<file path="src/rtl/traffic_fsm.sv">
// ---------------------------------------------------------------------------
// traffic_fsm
//
// Purpose:
//   Main-street / side-street intersection controller with a pedestrian walk
//   phase. Each phase lasts a whole number of timing ticks. The main green is
//   split into a fixed part (MG1) and a sensor-dependent part (MG2). The side
//   green (SG) can be extended once per visit while a vehicle is waiting. A
//   latched walk request inserts an all-red WALK phase between main yellow and
//   side green.
//
// Parameters (4-bit, legal range 1..15; 0 is not supported):
//   TBASE  base green duration, ticks
//   TEXT   green extension and walk duration, ticks
//   TYEL   yellow duration, ticks
//
// Ports:
//   clk           in   system clock, rising-edge active
//   reset         in   synchronous active-high reset
//   sensor_sync   in   side-street vehicle sensor (synchronized level)
//   wr_sync       in   walk request (synchronized level)
//   prog_sync     in   reprogram: restart the cycle at MG1
//   tick          in   one-cycle timing strobe; phase timers advance on it
//   main_lights   out  {R,Y,G} main street, registered
//   side_lights   out  {R,Y,G} side street, registered
//   walk_light    out  pedestrian walk lamp, registered
//   walk_pending  out  walk request latched and not yet served
//   state_code    out  MG1=0 MG2=1 MY=2 WALK=3 SG=4 SY=5, registered
// ---------------------------------------------------------------------------
module traffic_fsm #(
  parameter logic [3:0] TBASE = 4'd6,
  parameter logic [3:0] TEXT  = 4'd3,
  parameter logic [3:0] TYEL  = 4'd2
) (
  input  logic       clk,
  input  logic       reset,
  input  logic       sensor_sync,
  input  logic       wr_sync,
  input  logic       prog_sync,
  input  logic       tick,
  output logic [2:0] main_lights,
  output logic [2:0] side_lights,
  output logic       walk_light,
  output logic       walk_pending,
  output logic [2:0] state_code
);

  typedef enum logic [2:0] {
    MG1  = 3'd0,
    MG2  = 3'd1,
    MY   = 3'd2,
    WALK = 3'd3,
    SG   = 3'd4,
    SY   = 3'd5
  } state_t;

  // Everything visible outside the block, held in one register so that all
  // lamps change on the same edge as the state they belong to.
  typedef struct packed {
    logic [2:0] main;
    logic [2:0] side;
    logic       walk;
    logic [2:0] code;
  } lamp_t;

  localparam logic [2:0] RED = 3'b100;
  localparam logic [2:0] YEL = 3'b010;
  localparam logic [2:0] GRN = 3'b001;

  state_t     state;
  logic [3:0] cnt;        // ticks left in the current phase, 1 = last tick
  logic       ext;        // SG already extended during this visit
  lamp_t      lamp_q;

  logic last_tick;        // qualifying tick that ends the current phase
  logic walk_done;        // WALK -> SG happens on this edge

  // Lamp pattern for a phase. Each output is decoded from the state being
  // entered, so the register update below lands the lamps together with it.
  function automatic lamp_t lamps(input state_t s);
    lamp_t l;
    // NOTE: every field gets a value before the case so no path leaves
    // one unassigned; the same habit is what keeps always_comb latch-free.
    l.main = RED;
    l.side = RED;
    l.walk = 1'b0;
    l.code = s;
    case (s)
      MG1, MG2: l.main = GRN;
      MY:       l.main = YEL;
      WALK:     l.walk = 1'b1;
      SG:       l.side = GRN;
      SY:       l.side = YEL;
      default:  l.main = GRN;
    endcase
    return l;
  endfunction

  assign last_tick = tick && (cnt == 4'd1);
  // Reprogram pre-empts the transition, so a walk cut short stays pending.
  assign walk_done = (state == WALK) && last_tick && !prog_sync;

  // Single sequential process: state, phase timer, extension flag, walk latch
  // and the registered lamp outputs.
  always_ff @(posedge clk) begin
    if (reset) begin
      // NOTE: non-blocking assignments throughout, so every register here
      // samples pre-edge values regardless of statement order.
      state        <= MG1;
      cnt          <= TBASE;
      ext          <= 1'b0;
      walk_pending <= 1'b0;
      lamp_q       <= lamps(MG1);
    end else begin
      // Walk latch: serving the walk wins over a simultaneous request, and
      // requests are ignored while the walk is being served.
      if (walk_done) begin
        walk_pending <= 1'b0;
      end else if (wr_sync && (state != WALK)) begin
        walk_pending <= 1'b1;
      end

      if (prog_sync) begin
        state  <= MG1;
        cnt    <= TBASE;
        ext    <= 1'b0;
        lamp_q <= lamps(MG1);
      end else if (tick) begin
        if (!last_tick) begin
          cnt <= cnt - 4'd1;
        end else begin
          case (state)
            MG1: begin
              // Waiting side traffic shortens the second half of main green.
              state  <= MG2;
              cnt    <= sensor_sync ? TEXT : TBASE;
              lamp_q <= lamps(MG2);
            end
            MG2: begin
              state  <= MY;
              cnt    <= TYEL;
              lamp_q <= lamps(MY);
            end
            MY: begin
              if (walk_pending) begin
                state  <= WALK;
                cnt    <= TEXT;
                lamp_q <= lamps(WALK);
              end else begin
                state  <= SG;
                cnt    <= TBASE;
                lamp_q <= lamps(SG);
              end
            end
            WALK: begin
              state  <= SG;
              cnt    <= TBASE;
              lamp_q <= lamps(SG);
            end
            SG: begin
              // One extension per visit; the lamps do not change on it.
              if (sensor_sync && !ext) begin
                cnt <= TEXT;
                ext <= 1'b1;
              end else begin
                state  <= SY;
                cnt    <= TYEL;
                ext    <= 1'b0;
                lamp_q <= lamps(SY);
              end
            end
            SY: begin
              state  <= MG1;
              cnt    <= TBASE;
              lamp_q <= lamps(MG1);
            end
            default: begin
              // Unused encodings recover to the start of the cycle.
              state  <= MG1;
              cnt    <= TBASE;
              ext    <= 1'b0;
              lamp_q <= lamps(MG1);
            end
          endcase
        end
      end
    end
  end

  assign main_lights = lamp_q.main;
  assign side_lights = lamp_q.side;
  assign walk_light  = lamp_q.walk;
  assign state_code  = lamp_q.code;

  // Safety invariants on the registered outputs.
  a_no_conflict : assert property (@(posedge clk) disable iff (reset)
    (main_lights == RED) || (side_lights == RED));

  a_walk_all_red : assert property (@(posedge clk) disable iff (reset)
    walk_light |-> ((main_lights == RED) && (side_lights == RED)));

endmodule

</file>
<file path="config.mk">
export PLATFORM = sky130hd
export DESIGN_NAME = traffic_fsm
export DESIGN_NICKNAME = d
export VERILOG_FILES = /design/src/rtl/traffic_fsm.sv
export SDC_FILE = /design/constraint.sdc
export NUM_CORES = 1
export LEC_CHECK = 0
export ABC_AREA = 0
export CAP_MARGIN = 20
export CORE_MARGIN = 2
export CORE_UTILIZATION = 50
export DETAILED_ROUTE_END_ITERATION = 10
export GPL_ROUTABILITY_DRIVEN = 1
export PLACE_DENSITY = 0.8
export SYNTH_ARGS = -nofsm -noshare
export SYNTH_HDL_FRONTEND = slang
export SYNTH_SLANG_ARGS = --single-unit
</file>
<file path="constraint.sdc">
create_clock -name clk -period 2.8 [get_ports clk]
set_input_delay 0.28 -clock clk [delete_from_list [all_inputs] [get_ports clk]]
set_output_delay 0.28 -clock clk [all_outputs]
set_load 0.05 [all_outputs]
</file>
# After elaboration in Yosys (flattened, before gate mapping)
# Index checks and enable logic that the tools add are counted.
dict set report op_classes {
  n_reduce_logical 13
  muxes 13
  eq_ne 8
  bitwise 1
  n_addsub 1
}
# operator count
set op_table {}
lappend op_table {{10-bit one-hot mux with 5 select lines} 1}
lappend op_table {{3-bit one-hot mux with 5 select lines} 1}
lappend op_table {{3-bit two-way mux} 4}
lappend op_table {{3-bit one-hot mux with 4 select lines} 1}
lappend op_table {{10-bit two-way mux} 1}
lappend op_table {{7-bit two-way mux} 1}
lappend op_table {{3-bit by 2-bit equality test with 1-bit output (second input constant)} 2}
lappend op_table {{3-bit equality test (second input constant)} 2}
lappend op_table {{3-bit AND reduction} 2}
lappend op_table {{1-bit logical AND} 5}
lappend op_table {{5-bit OR reduction} 1}
lappend op_table {{4-bit by 1-bit equality test with 1-bit output (second input constant)} 1}
lappend op_table {{4-bit two-way mux} 1}
lappend op_table {{2-bit OR reduction} 2}
lappend op_table {{4-bit by 1-bit subtractor with 4-bit output (second input constant)} 1}
lappend op_table {{3-bit by 1-bit equality test with 1-bit output (second input constant)} 1}
lappend op_table {{3-bit logical NOT} 1}
lappend op_table {{3-bit by 2-bit != test with 1-bit output (second input constant)} 1}
lappend op_table {{1-bit logical NOT} 2}
lappend op_table {{1-bit two-way mux} 2}
lappend op_table {{2-bit != test (second input constant)} 1}
lappend op_table {{1-bit one-hot mux with 2 select lines} 1}
lappend op_table {{1-bit inverter} 1}
dict set report word_totals {
  out_inout_bits 11
  regBits 19
}

# Longest topological paths before layout
dict set report logic_depth {
  word_depth 5
  ltp_mapped 8
}

# Worst setup path after synthesis
# OpenSTA, ideal clock, no wires.
dict set report synth_path {
  path_type {register to register}
  from {register state[0]}
  to {register lamp_q (netlist bit main_lights[0])}
  path_stages_with_launch 5
  setup_slack_ns 1.025
  t_arrival_ns 1.653
  setup_time_ns 0.122
  path_cell_list {dfxtp_1 nor2_1 a41o_1 buf_6 a221o_1}
}
dict set report synth_between {
  elab_chain_len 3
  elab_cells_between_ends 8
  classes_between {eq/ne: 5; mux: 1; reduce/logical: 2}
}
# item line
set synth_rtl {}
lappend synth_rtl {{start: declaration} 70} ;# state_t state;
lappend synth_rtl {{start signal: assignment} 109} ;# state <= MG1;
lappend synth_rtl {{start signal: assignment} 124} ;# state <= MG1;
lappend synth_rtl {{start signal: assignment} 135} ;# state <= MG2;
lappend synth_rtl {{3-bit equality test} 132} ;# case (state)
lappend synth_rtl {{2-bit != test (no source line)} --}
lappend synth_rtl {{3-bit AND reduction (no source line)} --}
lappend synth_rtl {{end signal: assignment} 127} ;# lamp_q <= lamps(MG1);
lappend synth_rtl {{end signal: assignment} 137} ;# lamp_q <= lamps(MG2);
lappend synth_rtl {{end signal: assignment} 142} ;# lamp_q <= lamps(MY);
lappend synth_rtl {{end: declaration} 73} ;# lamp_t lamp_q;
# Parallel ways exist; a longest one is shown, timed or not.
# A chain may end at the register's enable or synchronous reset.

==> results by group <==
Power
  • Proportion of total power due to net switching: 0.238
  • Leak Pwr: ~0.00033 µW
  • Fraction of power consumed by combinational cells: 0.075
  • Reported net switching power: 91.7 µW
  • Int Power: 294 µW
  • Worst vdd ir: about 0.00027 V
  • Power density over the cells: 406 nW/µm²
  • Share of power burned in registers: 0.605
  • Share of total power in the clock network: 0.320

Place
  • Post-DP HPWL: around 1.1 mm
  • Routability Congestion: 0.838
  • Buffers on Ports: 16

Yosys
  • Flip-flop cell with the highest count after synthesis: sky130_fd_sc_hd__dfxtp_1
  • Synth top area cells: sky130_fd_sc_hd__dfxtp_1, sky130_fd_sc_hd__a21oi_1, sky130_fd_sc_hd__nand3_1, sky130_fd_sc_hd__inv_1, sky130_fd_sc_hd__nor2_1
  • Share of synthesized cell area in full adder, half adder and majority cells: 0.0325
  • Portion of the post-synthesis area used by sequential elements: 0.416
  • Cell type contributing the most total cell area after synthesis: sky130_fd_sc_hd__dfxtp_1
  • Yosys top cell area share: 0.416
  • Post-synthesis simple-gate area fraction: 0.240
  • Synthesized netlist net count: 96
  • Cell Area, Synth: 771 µm²
  • Total number of yosys warnings: 0
  • Main combinational cell family by area after synthesis: simple AND/OR/NAND/NOR gates
  • Synthesis-stage register bit count: 16
  • Mean area per synthesized cell: around 9 µm²
  • Number of standard cells after synthesis: 88
  • Fraction of synthesis flops using an asynchronous set or reset pin: 0
  • Mux cell area share after synthesis: 0.0130
  • Xor-xnor portion of the synthesized cell area: 0.0114
  • Number of synthesized flops with an enable pin: 0
  • Compound-cell area share of the yosys netlist: 0.222
  • Number of distinct library cells after synthesis: 33

Setup path
  • Arr. time, crit path: between 1500 and 2000 ps
  • Critical path cell sequence: clkdlybuf4s50_1
  • Crit path buffers/inverters: 1
  • Largest incremental delay on the critical path: roughly 880 ps
  • WP data required: approximately 2500 ps
  • Critical setup path kind: flop to output pin
  • Type of element capturing the critical path: output pin
  • Maximum fanout count along the critical path: 12
  • Startpoint Class: flop
  • Slowest library cell on the worst path: sky130_fd_sc_hd__clkdlybuf4s50_1
  • Family with the most delay on the worst path: buffers and inverters

Finish
  • Antenna Diode Count: 0
  • Layout fillers: 149
  • Layout cells sized above 1: 0.0680
  • Area taken by flip-flops and latches: 320 µm²
  • Area taken by multi-input logic gates: 400 µm²
  • Nets: roughly 110
  • Synth-to-Final Area Change: 23.2%

Die
  • Number of rows created at floorplan: 14
  • I/O pin count: 17
  • Floorplan core area: 1470 µm²
  • Starting Density: 0.524
  • Chip Height: 43.3 µm
  • Die area: 1870 µm²
  • Floorplan die width: 43.3 µm

STA
  • Worst slew margin relative to its limit: 0.668
  • Post-Route Skew: 1.27 ps
  • Final critical delay including setup and external delays: about 2000 ps
  • Ratio of final minimum period to clock period: 0.716
  • Count of endpoints failing setup in the final report: 0
  • Slew Limit Fails: 0
  • Endpoints failing hold: 0
  • Tightest Pin Transition: 497 ps
  • Final worst hold slack: 460 ps
  • TNS Setup: 0 ps
  • Setup repair after global routing missed its margin: false
  • Max frequency: 0.498 GHz

Clocking
  • Number of CTS-inserted buffers: 3
  • Number of clock sinks: 16
  • Level count of the clock H-tree: 1
  • Count of hold-fix buffers inserted at cts: 0
  • Root buffer cell: sky130_fd_sc_hd__clkbuf_4
  • TritonCTS clock tree: built
  • Maximum clock insertion buffer count: 2
  • Post-CTS sizing: 0
  • Worst skew pair latency: 290 ps
  • Setup Buffers After CTS: 0
  • Clock-pin slew of the registers on the worst-case setup and hold paths: 90 ps

Run
  • Count of maximum capacitance violations: 0

Drt
  • Post-DR wirelength/cell: between 10 and 15 µm
  • Residual antenna-violating net count after detailed routing: 0
  • Detailed Route WL: 1.54 mm
  • First DRT Iteration DRCs: 6
  • DRC errors left: 0
  • Average via count per standard cell: 5.69
  • TritonRoute pass-1 iters: 4
  • Routed via count: 677

Global route
  • Vias in the first global route: 580
  • Congestion Overflow GR: 0
  • Maximum number of pins on one net before global-route repair: 13
  • First-pass GRT wire length: 2.59 mm
  • Global-route usage over all layers: 0.187
  • Initial antenna violation count: 0

Hold path
  • Type of the worst min-delay path: flop to flop

Run status
  • Outcome: complete, no violations
registers in the layout, indices dropped and copies added (netlist names):
name          count
walk_pending      1
side_lights       3
main_lights       3
cnt               4
walk_light        1
ext               1
state             3
cells in the final DEF (no fill, tap or decap), types with 2 or more instances in the layout:
master / netlist / routed
sky130_fd_sc_hd__a21oi_1: 6 / 6
sky130_fd_sc_hd__a221o_1: 2 / 2
sky130_fd_sc_hd__a32oi_1: 2 / 2
sky130_fd_sc_hd__clkbuf_4: 0 / 3
sky130_fd_sc_hd__clkdlybuf4s50_1: 0 / 16
sky130_fd_sc_hd__dfxtp_1: 16 / 16
sky130_fd_sc_hd__ha_1: 2 / 2
sky130_fd_sc_hd__inv_1: 7 / 7
sky130_fd_sc_hd__nand2_1: 5 / 5
sky130_fd_sc_hd__nand2b_1: 3 / 3
sky130_fd_sc_hd__nand3_1: 6 / 6
sky130_fd_sc_hd__nor2_1: 7 / 7
sky130_fd_sc_hd__nor2b_1: 3 / 3
sky130_fd_sc_hd__nor3_1: 2 / 2
sky130_fd_sc_hd__o21ai_0: 5 / 5
sky130_fd_sc_hd__or2_2: 2 / 2
metal layers:
| layer | part of all wire | vias to the layer above | global-route usage |
|---|---|---|---|
| li1 | - | 348 | - |
| met1 | 0.52 | 305 | 0.267 |
| met2 | 0.41 | 19 | 0.257 |
| met3 | 0.042 | 5 | 0.0383 |
| met4 | 0.024 | 0 | 0.109 |
| met5 | 0 | - | 0 |
power by group through the flow:
stage                     Clock (µW)  Sequential, µW  Combinational (µW)
after floorplan                    0             241                12.2
after global placement             0             238                28.6
after detailed placement           0             238                28.7
after CTS                        125             233                28.9
after global routing             136             234                31.7
final                            123             233                28.9
cell families after synthesis:
family	Yosys count
mux	1
fa+ha+maj	2
xor+xnor	1
buf+inv	11
simple gates	33
compound gates	24
flops	16
final cells by class:
cell class,count,share of cell area
Timing Repair Buffer,16,0.169
Tap cell,16,0.0211
Multi-Input combinational cell,61,0.422
Sequential cell,16,0.337
Inverter,7,0.0277
Clock buffer,3,0.0237
Yosys cell counts, types with 2 or more instances:
cell type                   n
sky130_fd_sc_hd__dfxtp_1   16
sky130_fd_sc_hd__inv_1      7
sky130_fd_sc_hd__nor2_1     7
sky130_fd_sc_hd__a21oi_1    6
sky130_fd_sc_hd__nand3_1    6
sky130_fd_sc_hd__nand2_1    5
sky130_fd_sc_hd__o21ai_0    5
sky130_fd_sc_hd__nand2b_1   3
sky130_fd_sc_hd__nor2b_1    3
sky130_fd_sc_hd__a221o_1    2
sky130_fd_sc_hd__a32oi_1    2
sky130_fd_sc_hd__clkbuf_1   2
sky130_fd_sc_hd__ha_1       2
sky130_fd_sc_hd__nor3_1     2
sky130_fd_sc_hd__or2_2      2
per-stage QoR:
stage               cell area (µm²)   util  total power [µW]  cells  setup slack [ps]
floorplan                       771      -               253     88              1030
global placement                927  0.630               267    116               731
detailed placement              927  0.630               267    116               652
CTS                             950  0.645               387    119               799
global route                    950  0.645               402    119               713
finish                          950  0.645               385    119               794
path summary, 6_finish.rpt:
check / from / cells past startpoint / endpoint / slack [ps]
worst max-delay path: state[2] / 1 / state_code[2] / 790
worst min-delay path: side_lights[1] / 2 / side_lights[1] / 460
worst max register to register: cnt[0] / 5 / state[0] / 900
worst min register to register: side_lights[1] / 2 / side_lights[1] / 460
Power figures use the tool's default switching activity.
